[src/rtl/jtag_ram_loader.sv]
// Scan-chain controller for the JTAG RAM: streams load words into Jin while
// returning the words that fall out of Jout, one shift per accepted word.
module jtag_ram_loader #(
  parameter int DEPTH = 64,
  parameter int WIDTH = 32,
  parameter int CW    = 7
) (
  input  logic             clk,
  input  logic             reset,
  input  logic             start,
  input  logic             abort,
  input  logic             in_valid,
  input  logic [WIDTH-1:0] in_data,
  output logic             in_ready,
  output logic             out_valid,
  output logic [WIDTH-1:0] out_data,
  input  logic             out_ready,
  output logic             Jen,
  output logic [WIDTH-1:0] Jin,
  input  logic [WIDTH-1:0] Jout,
  output logic             busy,
  output logic             done,
  output logic [CW-1:0]    count
);

  typedef enum logic [1:0] {IDLE, SHIFT, DRAIN, FIN} state_t;

  localparam logic [CW-1:0] LAST = CW'(DEPTH - 1);

  state_t           state_q, state_d;
  logic [CW-1:0]    count_q, count_d;
  logic             out_valid_q, out_valid_d;
  logic [WIDTH-1:0] out_data_q, out_data_d;
  logic             room;
  logic             fire;

  always_ff @(posedge clk or posedge reset) begin
    if (reset) begin
      state_q     <= IDLE;
      count_q     <= '0;
      out_valid_q <= 1'b0;
      out_data_q  <= '0;
    end else begin
      state_q     <= state_d;
      count_q     <= count_d;
      out_valid_q <= out_valid_d;
      out_data_q  <= out_data_d;
    end
  end

  // A shift only happens when the readback buffer can take the word leaving Jout.
  always_comb begin
    room        = ~out_valid_q | out_ready;
    fire        = (state_q == SHIFT) & ~abort & in_valid & room;
    state_d     = state_q;
    count_d     = count_q;
    out_valid_d = out_valid_q;
    out_data_d  = out_data_q;

    if (fire) begin
      out_data_d  = Jout;
      out_valid_d = 1'b1;
      count_d     = count_q + 1'b1;
    end else if (out_valid_q & out_ready) begin
      out_valid_d = 1'b0;
    end

    case (state_q)
      IDLE: begin
        if (start) begin
          state_d = SHIFT;
          count_d = '0;
        end
      end
      SHIFT: begin
        if (abort) begin
          state_d     = IDLE;
          out_valid_d = 1'b0;
        end else if (fire && count_q == LAST) begin
          state_d = DRAIN;
        end
      end
      // Hold off the done pulse until the final readback word is taken.
      DRAIN: begin
        if (abort) begin
          state_d     = IDLE;
          out_valid_d = 1'b0;
        end else if (room) begin
          state_d = FIN;
        end
      end
      FIN:     state_d = IDLE;
      default: state_d = IDLE;
    endcase
  end

  assign in_ready  = (state_q == SHIFT) & ~abort & room;
  assign Jen       = fire;
  assign Jin       = in_data;
  assign out_valid = out_valid_q;
  assign out_data  = out_data_q;
  assign busy      = (state_q == SHIFT) | (state_q == DRAIN);
  assign done      = (state_q == FIN);
  assign count     = count_q;

endmodule

[config.mk]
export PLATFORM = sky130hd
export DESIGN_NAME = jtag_ram_loader
export DESIGN_NICKNAME = d
export VERILOG_FILES = /design/src/rtl/jtag_ram_loader.sv
export SDC_FILE = /design/constraint.sdc
export NUM_CORES = 1
export LEC_CHECK = 0
export CORE_UTILIZATION = 32
export CTS_CLUSTER_SIZE = 30
export DETAILED_ROUTE_END_ITERATION = 16
export PLACE_DENSITY = 0.81
export SLEW_MARGIN = 30
export SYNTH_ARGS = -nofsm -noshare
export SYNTH_HDL_FRONTEND = slang
export SYNTH_SLANG_ARGS = --single-unit
[constraint.sdc]
create_clock -name clk -period 1.5 [get_ports clk]
set_input_delay 0.3 -clock clk [delete_from_list [all_inputs] [get_ports clk]]
set_output_delay 0.3 -clock clk [all_outputs]
set_load 0.02 [all_outputs]
Word level (Yosys, flattened, before mapping)

Cells that the tools add are included.
W data, S select, Z words.

$add $sub $neg: 1
Equal/unequal tests: 7
Multiplexer cells: 13
Bitwise operators: 9
Reduce and logical (&&, ||, !) cells: 4

Operator list:

| kind                  | number |
|---|---|
| $mux W7               | 3 |
| $mux W2               | 5 |
| $pmux W2 S4           | 1 |
| $add A7 B1 Y7 const B | 1 |
| $eq A7 B6 Y1 const B  | 1 |
| $ne A3 B3 Y1 const B  | 2 |
| $and A1 B1 Y1         | 5 |
| $eq A2 B2 Y1 const B  | 2 |
| $mux W1               | 4 |
| $reduce_and A3 Y1     | 1 |
| $eq A2 B1 Y1 const B  | 1 |
| $logic_not A2 Y1      | 1 |
| $ne A2 B2 Y1 const B  | 1 |
| $not A1 Y1            | 2 |
| $or A1 B1 Y1          | 2 |
| $reduce_or A2 Y1      | 1 |
| $logic_and A1 B1 Y1   | 1 |

Bits in registers: 42
Input bits: 70
Output and inout bits: 76
Logic and storage cells: 38

Logic depth before layout (Yosys ltp)

Gate-level depths: netlist of the first run.

Depth in word-level cells: 8
Gate-level depth with buffers: 7

Worst setup path before layout of the first run

Ideal clock, no wire load.

Kind: register to output
Start: reg state_q[1]
End: out Jen
Data arrival time: 1308 ps
Path slack: -108 ps
Cell stages (with the launch flop): 7
Path through: dfrtp_1 > inv_1 > ha_1 > nor2b_4 > nand3_4 > buf_6 > inv_1

Longest elaborated chain between the ends: 4

RTL lines:

| item                        | RTL line | RTL |
|---|---|---|
| from (decl)                 | 30       | `state_t state_q, state_d;` |
| from (signal assigned)      | 44       | `state_q <= state_d;` |
| $eq A2 B1 Y1                | 54       | `fire = (state_q == SHIFT) & ~abort & in_valid & room;` |
| $and A1 B1 Y1 (3 in series) | 54       |  |
| to (decl)                   | 18       | `output logic Jen,` |

Every way passes these cells.

Worst setup path after layout of the first run

Start: reg state_q[1]
End: reg out_data_q[13], in the netlist out_data[13]

Longest elaborated chain between the ends: 4

RTL lines:

| item                        | RTL line | RTL |
|---|---|---|
| $eq A2 B1 Y1                | 54       |  |
| $and A1 B1 Y1 (3 in series) | 54       |  |
| to (signal assigned)        | 47       | `out_data_q <= out_data_d;` |
| to (decl)                   | 33       | `logic [WIDTH-1:0] out_data_q, out_data_d;` |

Every way passes these cells.
A chain may end at the register's enable or synchronous reset.

==> impl_metrics.ini, run 1 <==
[clock_tree]
numCtsBuffers = 5
cts_sinks = 42
cts_tree = built
root_buffer = clkbuf_8
clockBufferDepth = 2
clock_latency_ns = 0.29
clk_pin_slew_worst_paths_ns = 0.09
h-tree-depth = 2
cts_hold_buf = 0

[outcome]
status = finished, violations left
violations = setup timing

[placed_design]
place.gp.congestion = 0.765
port_buffers = 81
place_area_mm2 = 0.00295
dp_hpwl_mm = 3.08

[timing]
fin_crit_ns = 1.64
setup_viol = 40
worst_slack_ns = -0.136
drv_slew = 0
fmax_mhz = 611
fin_crit_sh_pct = 109
tightestPinTransition_ns = 0.287
rsz0062_at_grt = true
fin_setup_tns_ns = -4.42
slew_headroom_pct = 80.8
hold_violations = 0
finalClockSkew_ns = 0.0106

[synth]
synth_cell_types = 30
ys_ff_latch = 42
synth-main-ff-cell = dfrtp_1
synth_edf_count = 0
synth_warnings = 0
syn_avg_cell_area_um2 = 13.2
yosysSeqAreaShare_pct = 49.3
synthArstFlopShare_pct = 100
synth_cells = 161
syn_area_mm2 = 0.00213
synth_nets = 237

[floorplan]
rows = 29
die-width_um = 83.6
dieArea_mm2 = 0.00699
die_h_um = 83.6
coreArea_mm2 = 0.00639
start_util_pct = 33.4
pin_count = 146

[drt]
wl_mm = 4.38
drcViolationCount = 0
wl_per_cell_um = 14.0
vias_per_cell = 4.46
dr.pass1.iters = 4
drt_iter0_markers = 35
ant_nets = 0
num_vias = 1393

[global_route]
grt_pass1_vias = 1528
grt_overflow_total = 0
antenna_found_initial = 0
grt_use_total_pct = 12.8
grt_pass1_wl_mm = 7.26
grt_max_degree = 43

[layout]
finalInstanceArea_mm2 = 0.00311
diodes = 0
layout_commonest_cell = dfrtp_1
syn2layout_area_growth_pct = 45.7
fin_nets = 310
mostFrequentLayoutCells = dfrtp_1 (42), dlygate4sd2_1 (40), clkdlybuf4s50_1 (36), mux2_4 (20), buf_4 (15)
drive_above_1_share_pct = 29.8

[power]
p_leak_nw = 1.52
power_density_mw_per_mm2 = 1800
seq_power_share_pct = 34.1
combPwrFrac_pct = 50.0
switching_share_pct = 36.0
power.switching_mw = 2.02
ir_drop_v = 0.000843
power.internal_mw = 3.59
clockPowerShare_pct = 15.9

[critical_path]
cp_num_buf_inv = 3
arrival_ns = 1.81
crit_path_cell_trace = inv_2, ha_4, nor2b_4, nand3_4, buf_4, buf_12, mux2_4
required_ns = 1.67
start_kind = flop
slowest_stage = dfrtp_1
endpoint_kind = flop
cp_max_fo = 17
cp_top_family = buffers and inverters
slowest_delay_ns = 0.39
crit_type = flop to flop

[hold_path]
hp-class = primary input to async pin

[flow_run]
maxCapViolCount = 0
-- area by class of cell --
class,count,area (um^2)
Timing Repair Buffer,102,988
Inverter,6,22.5
Clock buffer,6,72.6
Clock inverter,2,37.5
Tap cell,77,96.3
Fill cell,602,3280
Multi-Input combinational cell,77,838
Sequential cell,42,1050
-- logic make-up after synthesis --
logic type                 Yosys count  share of synthesized area, %
AOI/OAI and AO/OA                    8                          2.29
xor gates and xnor gates             5                          2.05
adders and majority gates            6                          3.52
buffers and inverters               42                          14.1
DFF                                 42                          49.3
muxes                               35                          21.8
and+or+nand+nor                     23                          6.93
-- path summary, 6_finish.rpt --
check | start | end | slack [ns] | cells past startpoint
worst max-delay path | state_q[1]$_DFFE_PP0P_ | out_data[13]$_DFFE_PP0P_ | -0.14 | 7
worst min-delay path | reset | out_data[24]$_DFFE_PP0P_ | 0.36 | 3
worst max register to register | state_q[1]$_DFFE_PP0P_ | out_data[13]$_DFFE_PP0P_ | -0.14 | 7
min in group clk | out_data[23]$_DFFE_PP0P_ | out_data[23]$_DFFE_PP0P_ | 0.49 | 1
worst min register to register | out_data[23]$_DFFE_PP0P_ | out_data[23]$_DFFE_PP0P_ | 0.49 | 1
max in group asynchronous | reset | out_data[11]$_DFFE_PP0P_ | 0.93 | 3
-- state kept, by name (all words and copies together), names as in the netlist --
| signal | count |
|---|---|
| state_q | 2 |
| out_data | 32 |
| out_valid | 1 |
| count | 7 |
-- metal layers --
layer | up-vias | global-route usage [%] | share of wire [%]
met3 | 2 | 4.85 | 8.9
met5 | - | 0 | 0
met2 | 70 | 20.5 | 46
met1 | 671 | 16.2 | 45
li1 | 650 | - | -
met4 | 0 | 3.54 | 0.30
-- worst register-to-register path: stages, from the launching register on --
cell     delay, ns
dfrtp_1       0.39
inv_2         0.08
ha_4          0.14
nor2b_4       0.18
nand3_4       0.08
buf_4         0.17
buf_12        0.16
mux2_4        0.31
-- cells in the mapped netlist, types with 2 or more instances --
| library cell | n | area, um^2 |
|---|---|---|
| mux2_4 | 20 | 300 |
| a21oi_1 | 2 | 10.0 |
| mux2_2 | 6 | 67.6 |
| xnor2_1 | 2 | 17.5 |
| nand2b_1 | 2 | 12.5 |
| buf_6 | 3 | 33.8 |
| dfrtp_1 | 42 | 1050 |
| inv_1 | 6 | 22.5 |
| nand4_1 | 2 | 12.5 |
| mux2i_1 | 3 | 30.0 |
| nand2_1 | 2 | 7.51 |
| o21ai_0 | 3 | 15.0 |
| buf_4 | 32 | 240 |
| nor2_1 | 8 | 30.0 |
| mux2_1 | 6 | 67.6 |
| ha_1 | 6 | 75.1 |
| xor2_1 | 3 | 26.3 |
-- repair_timing --
| item | CTS | global route |
|---|---|---|
| pin swaps | 4 | 5 |
| cloned | 0 | 1 |
| setup buffers | 1 | 2 |
| resized for setup | 68 | 9 |
| setup endpoints to repair | 80 | 45 |
-- through the flow --
stage / instances / hold WS (ns) / util, % / setup slack [ns] / total power, mW
floorplan: 161 / 0.409 / - / -0.0355 / 3.67
detailed placement: 301 / 0.484 / 46.1 / -0.466 / 4.99
global placement: 301 / 0.474 / 46.1 / -0.450 / 4.94
global route: 312 / 0.361 / 48.6 / -0.221 / 5.97
finish: 312 / 0.362 / 48.6 / -0.136 / 5.60
CTS: 310 / 0.353 / 47.7 / -0.130 / 5.64
-- power by group through the flow --
stage               Clock (mW)  Combinational, mW  Sequential, mW
global placement             0               3.01            1.93
detailed placement           0               3.05            1.94
global route             0.991               2.99            1.99
floorplan                    0               1.17            2.51
finish                   0.891               2.80            1.91
CTS                      0.931               2.79            1.92
(Power assumes the default switching activity.)
==> run 2, diff against run 1 <==
HOLD_SLACK_MARGIN = 0.03   (was default)
SKIP_LAST_GASP = 1   (was default)
==> run 2 against run 1 <==
The flow still finishes with violations (setup timing); sequential power barely moved; setup slack barely moved; combinational power barely moved; global-route usage did not move; total power barely moved; maximum frequency barely moved; routed wire length rose by 0.21%; cell count did not move; register-to-register slack barely moved; cell area barely moved; non-clock buffer count did not move; clock skew barely moved; critical path type unchanged; critical endpoint unchanged; highest routed layer unchanged.
==> impl_metrics.ini, run 2 (same netlist as run 1, synthesis figures left out) <==
[power]
power_density_mw_per_mm2 = 1800
p_leak_nw = 1.52
ir_drop_v = 0.000843

[layout]
utilization_pct = 48.7
syn2layout_area_growth_pct = 45.8
diodes = 0
layout_commonest_cell = dfrtp_1
final_cells = 312
drive_above_1_share_pct = 30.2
fin_nets = 310
largest_reg_flops = 32
mostFrequentLayoutCells = dfrtp_1 (42), dlygate4sd2_1 (40), clkdlybuf4s50_1 (37), mux2_4 (20), buf_4 (15)
finalInstanceArea_mm2 = 0.00311

[timing]
fin_setup_tns_ns = -4.47
worst_slack_ns = -0.136
fin_crit_sh_pct = 109
tightestPinTransition_ns = 0.287
setup_viol = 42
finalClockSkew_ns = 0.0104
fin_crit_ns = 1.64
hold_violations = 0
rsz0062_at_grt = true
fmax_mhz = 611
drv_slew = 0
slew_headroom_pct = 80.8

[hold_path]
hp-class = primary input to async pin

[placed_design]
place.gp.congestion = 0.765
pre_cts_ws_ns = -0.466
place_area_mm2 = 0.00295
port_buffers = 81
dp_hpwl_mm = 3.08
dp.cells = 301

[critical_path]
start_kind = flop
critPathLaunch = state_q[1]$_DFFE_PP0P_
critPathCapture = out_data[13]$_DFFE_PP0P_
rr_endpoint = out_data[13]$_DFFE_PP0P_
r2r_cells = 7
cp_max_fo = 17
endpoint_kind = flop
r2r_setup_slack_ns = -0.14
r2r_start = state_q[1]$_DFFE_PP0P_
crit_type = flop to flop
arrival_ns = 1.81
required_ns = 1.67

[global_route]
grt_busiest_layer = met2
use_met2_pct = 20.5
grt_pass1_vias = 1528
grt_pass1_wl_mm = 7.26
grt_max_degree = 43
antenna_found_initial = 0
grt.met1_usage_pct = 16.2
grt_use_total_pct = 12.8
use_met3_pct = 4.85
grt_overflow_total = 0

[floorplan]
die-width_um = 83.6
coreArea_mm2 = 0.00639
dieArea_mm2 = 0.00699
pin_count = 146
die_h_um = 83.6
start_util_pct = 33.4
rows = 29

[drt]
drcViolationCount = 0
vias_per_cell = 4.46
wl_mm = 4.39
wl_per_cell_um = 14.1
dr.pass1.iters = 4
drt_iter0_markers = 34
ant_nets = 0
num_vias = 1392

[clock_tree]
clock_latency_ns = 0.29
cts_tree = built
clk_pin_slew_worst_paths_ns = 0.09
numCtsBuffers = 5
h-tree-depth = 2
root_buffer = clkbuf_8
clockBufferDepth = 2
cts_sinks = 42

[flow_run]
maxCapViolCount = 0

[outcome]
status = finished, violations left
violations = setup timing
## run 2: worst min-delay path by stage
stage | cells past startpoint | startpoint | end | slack [ns]
2_1_floorplan | 1 | abort | out_valid$_DFF_PP0_ | 0.41
6_report | 3 | reset | out_data[24]$_DFFE_PP0P_ | 0.36
3_3_place_gp | 1 | out_data[25]$_DFFE_PP0P_ | out_data[25]$_DFFE_PP0P_ | 0.47
4_1_cts | 3 | reset | out_valid$_DFF_PP0_ | 0.35
3_5_place_dp | 1 | out_data[23]$_DFFE_PP0P_ | out_data[23]$_DFFE_PP0P_ | 0.48
5_1_grt | 3 | reset | state_q[1]$_DFFE_PP0P_ | 0.36
## run 2: worst max-delay path, cell delays in order, from the launching register on
cell and delay (ns):
dfrtp_1 0.39, inv_2 0.08, ha_4 0.14, nor2b_4 0.18, nand3_4 0.08, buf_4 0.17, buf_12 0.16, mux2_4 0.30
## run 2: cell type report
class,count,area [um^2]
tap,77,96.3
timing repair buffer,102,986
sequential,42,1050
clock buffer,6,72.6
multi-input combinational,77,842
inverter,6,22.5
fill,599,3280
clock inverter,2,37.5
## run 2: what timing repair did
action	4_1_cts	5_1_grt
gates cloned	0	1
endpoints found under the setup margin	80	45
buffers inserted	1	2
hold buffers	0	0
gates resized for setup	66	11
pin swaps	4	5
## run 2: metrics by stage
step | hold slack [ns] | power, mW
2_1_floorplan | 0.409 | 3.67
5_1_grt | 0.361 | 5.98
3_3_place_gp | 0.474 | 4.94
6_report | 0.362 | 5.61
4_1_cts | 0.353 | 5.63
3_5_place_dp | 0.484 | 4.99
## run 2: report_power, final
| group | switching (mW) | leakage (nW) | total [mW] | internal [mW] |
|---|---|---|---|---|
| combinational | 1.34 | 0.950 | 2.81 | 1.46 |
| clock | 0.394 | 0.0514 | 0.891 | 0.497 |
| sequential | 0.281 | 0.515 | 1.91 | 1.63 |
| total | 2.02 | 1.52 | 5.61 | 3.59 |
## run 2: layer usage
layer / vias up / wire length, um
li1: 650 / -
met1: 670 / 1980
met2: 70 / 2010
met3: 2 / 388
met4: 0 / 13
met5: - / 0
==> run 3, diff against run 2 <==
CTS_BUF_LIST = sky130_fd_sc_hd__clkbuf_16   (was default)
==> run 3 against run 2 <==
Via count is 3.2% higher; the flow still finishes with violations (setup timing); highest routed layer unchanged; global-route usage hardly changed; routed wire length is 5.0% higher; clock-buffer cell count is 1 lower; maximum frequency is 1.8% higher; cell area is 4.5% higher; core utilization is 2.2 points higher; largest power group unchanged; sequential share of layout area is 1.4 points lower; critical path type is now flop to output pin; register-to-register slack better by 0.04 ns; first-iteration DRC count is 8.8% lower; clock skew is 0.0042 ns lower; largest cell class is now buffers; die area stayed put.
==> impl_metrics.ini, run 3 (same netlist as run 1, synthesis figures left out) <==
[timing]
worst_slack_ns = -0.106
setup_viol = 38
tightestPinTransition_ns = 0.292
finalClockSkew_ns = 0.00620
drv_slew = 0
rsz0062_at_grt = true
fin_crit_ns = 1.61
fmax_mhz = 623
hold_violations = 0
slew_headroom_pct = 80.5
fin_crit_sh_pct = 107

[critical_path]
crit_top_cell = inv_2
slowest_delay_ns = 0.38
rr_endpoint = out_data[18]$_DFFE_PP0P_
required_ns = 1.20
cp_max_fo = 3
start_kind = flop
crit_path_cell_trace = inv_2, ha_4, nor2b_4, nand3_4, inv_2, buf_6
slowest_stage = dfrtp_1
r2r_setup_slack_ns = -0.10
crit_type = flop to output pin
critPathCapture = Jen
endpoint_kind = output pin
r2r_cells = 6
r2r_start = state_q[0]$_DFFE_PP0P_
arrival_ns = 1.31
critPathLaunch = state_q[1]$_DFFE_PP0P_

[layout]
syn2layout_area_growth_pct = 52.3
drive_above_1_share_pct = 32.5
mostFrequentLayoutCells = dfrtp_1 (42), dlygate4sd2_1 (40), clkdlybuf4s50_1 (35), mux2_4 (21), buf_4 (17)
final_cells = 317
utilization_pct = 50.8
largest_reg_flops = 32
diodes = 0
layout_commonest_cell = dfrtp_1
finalInstanceArea_mm2 = 0.00325
fin_nets = 315

[placed_design]
place.gp.congestion = 0.765
dp_hpwl_mm = 3.08
port_buffers = 81
dp.cells = 301
place_area_mm2 = 0.00295

[power]
seq_power_share_pct = 31.6
switching_share_pct = 34.5
power_density_mw_per_mm2 = 1860
clockPowerShare_pct = 20.1
power.switching_mw = 2.08
ir_drop_v = 0.000895
combPwrFrac_pct = 48.2
p_leak_nw = 1.60
power.internal_mw = 3.94

[floorplan]
coreArea_mm2 = 0.00639
pin_count = 146
rows = 29
start_util_pct = 33.4
dieArea_mm2 = 0.00699
die_h_um = 83.6
die-width_um = 83.6

[drt]
wl_mm = 4.60
drt_iter0_markers = 31
vias_per_cell = 4.53
dr.pass1.iters = 4
drcViolationCount = 0
wl_per_cell_um = 14.5
num_vias = 1436
ant_nets = 0

[clock_tree]
clockBufferDepth = 2
cts_sinks = 42
numCtsBuffers = 5
h-tree-depth = 2
cts_hold_buf = 0
clk_pin_slew_worst_paths_ns = 0.06
root_buffer = clkbuf_16
cts_tree = built
clock_latency_ns = 0.28

[hold_path]
hp-class = primary input to async pin

[global_route]
antenna_found_initial = 0
grt_pass1_vias = 1538
grt_overflow_total = 0
grt_max_degree = 43
grt_pass1_wl_mm = 7.29
grt_use_total_pct = 12.9

[outcome]
status = finished, violations left
violations = setup timing

[flow_run]
maxCapViolCount = 0
-- run 3: changes by cell type in the layout (fill, tap and decap cells not counted), moves of 2 or more --
cell,change
clkdlybuf4s50_1,-2
buf_4,+2
clkbuf_16,+6
buf_6,+2
dlymetal6s2s_1,+2
clkbuf_8,-5
-- run 3: critical path, delay by kind of cell (launching register included) --
family,cells,cell delay [ns]
buffers and inverters,3,0.24
adder cells (fa/ha/maj),1,0.14
flip-flops,1,0.38
AND/OR/NAND/NOR,2,0.26
-- run 3: power by group through the flow --
stage	clock, mW	sequential [mW]	combinational, mW
floorplan	0	2.51	1.17
global placement	0	1.93	3.01
detailed placement	0	1.94	3.05
CTS	1.25	1.92	2.78
global route	1.31	1.99	3.11
finish	1.21	1.91	2.91
-- run 3: worst min path at each step --
stage / from / to / slack [ns] / cells after the start
floorplan: abort / out_valid$_DFF_PP0_ / 0.41 / 1
global placement: out_data[25]$_DFFE_PP0P_ / out_data[25]$_DFFE_PP0P_ / 0.47 / 1
detailed placement: out_data[23]$_DFFE_PP0P_ / out_data[23]$_DFFE_PP0P_ / 0.48 / 1
CTS: reset / out_valid$_DFF_PP0_ / 0.38 / 3
global route: reset / out_data[4]$_DFFE_PP0P_ / 0.39 / 3
finish: reset / out_data[28]$_DFFE_PP0P_ / 0.37 / 3
-- run 3: final cells by class --
type | instances | area (um^2)
clock inverter | 3 | 41.3
inverter | 6 | 22.5
clock buffer | 5 | 125
fill | 587 | 3140
multi-input combinational | 77 | 857
sequential | 42 | 1050
timing repair buffer | 107 | 1050
tap | 77 | 96.3
-- run 3: routing by layer --
layer  GRT usage (%)  wire (um)
met1            16.2       2000
met2            20.6       2130
met3            4.85        421
met4            3.54         46
met5               0          0
-- run 3: per-stage QoR --
| stage | setup slack (ns) | TNS [ns] | total power [mW] | hold slack [ns] |
|---|---|---|---|---|
| floorplan | -0.0355 | -0.852 | 3.67 | 0.409 |
| global placement | -0.450 | -11.55 | 4.94 | 0.474 |
| detailed placement | -0.466 | -12.41 | 4.99 | 0.484 |
| CTS | -0.136 | -3.52 | 5.95 | 0.377 |
| global route | -0.196 | -6.74 | 6.40 | 0.391 |
| finish | -0.106 | -3.17 | 6.03 | 0.373 |
-- run 3: repair_timing --
item,4_1_cts,5_1_grt
setup endpoints to repair,80,44
resized for setup,66,18
buffers inserted,1,6
pin swaps,4,8
cloned,0,2
hold endpoints to repair,0,0
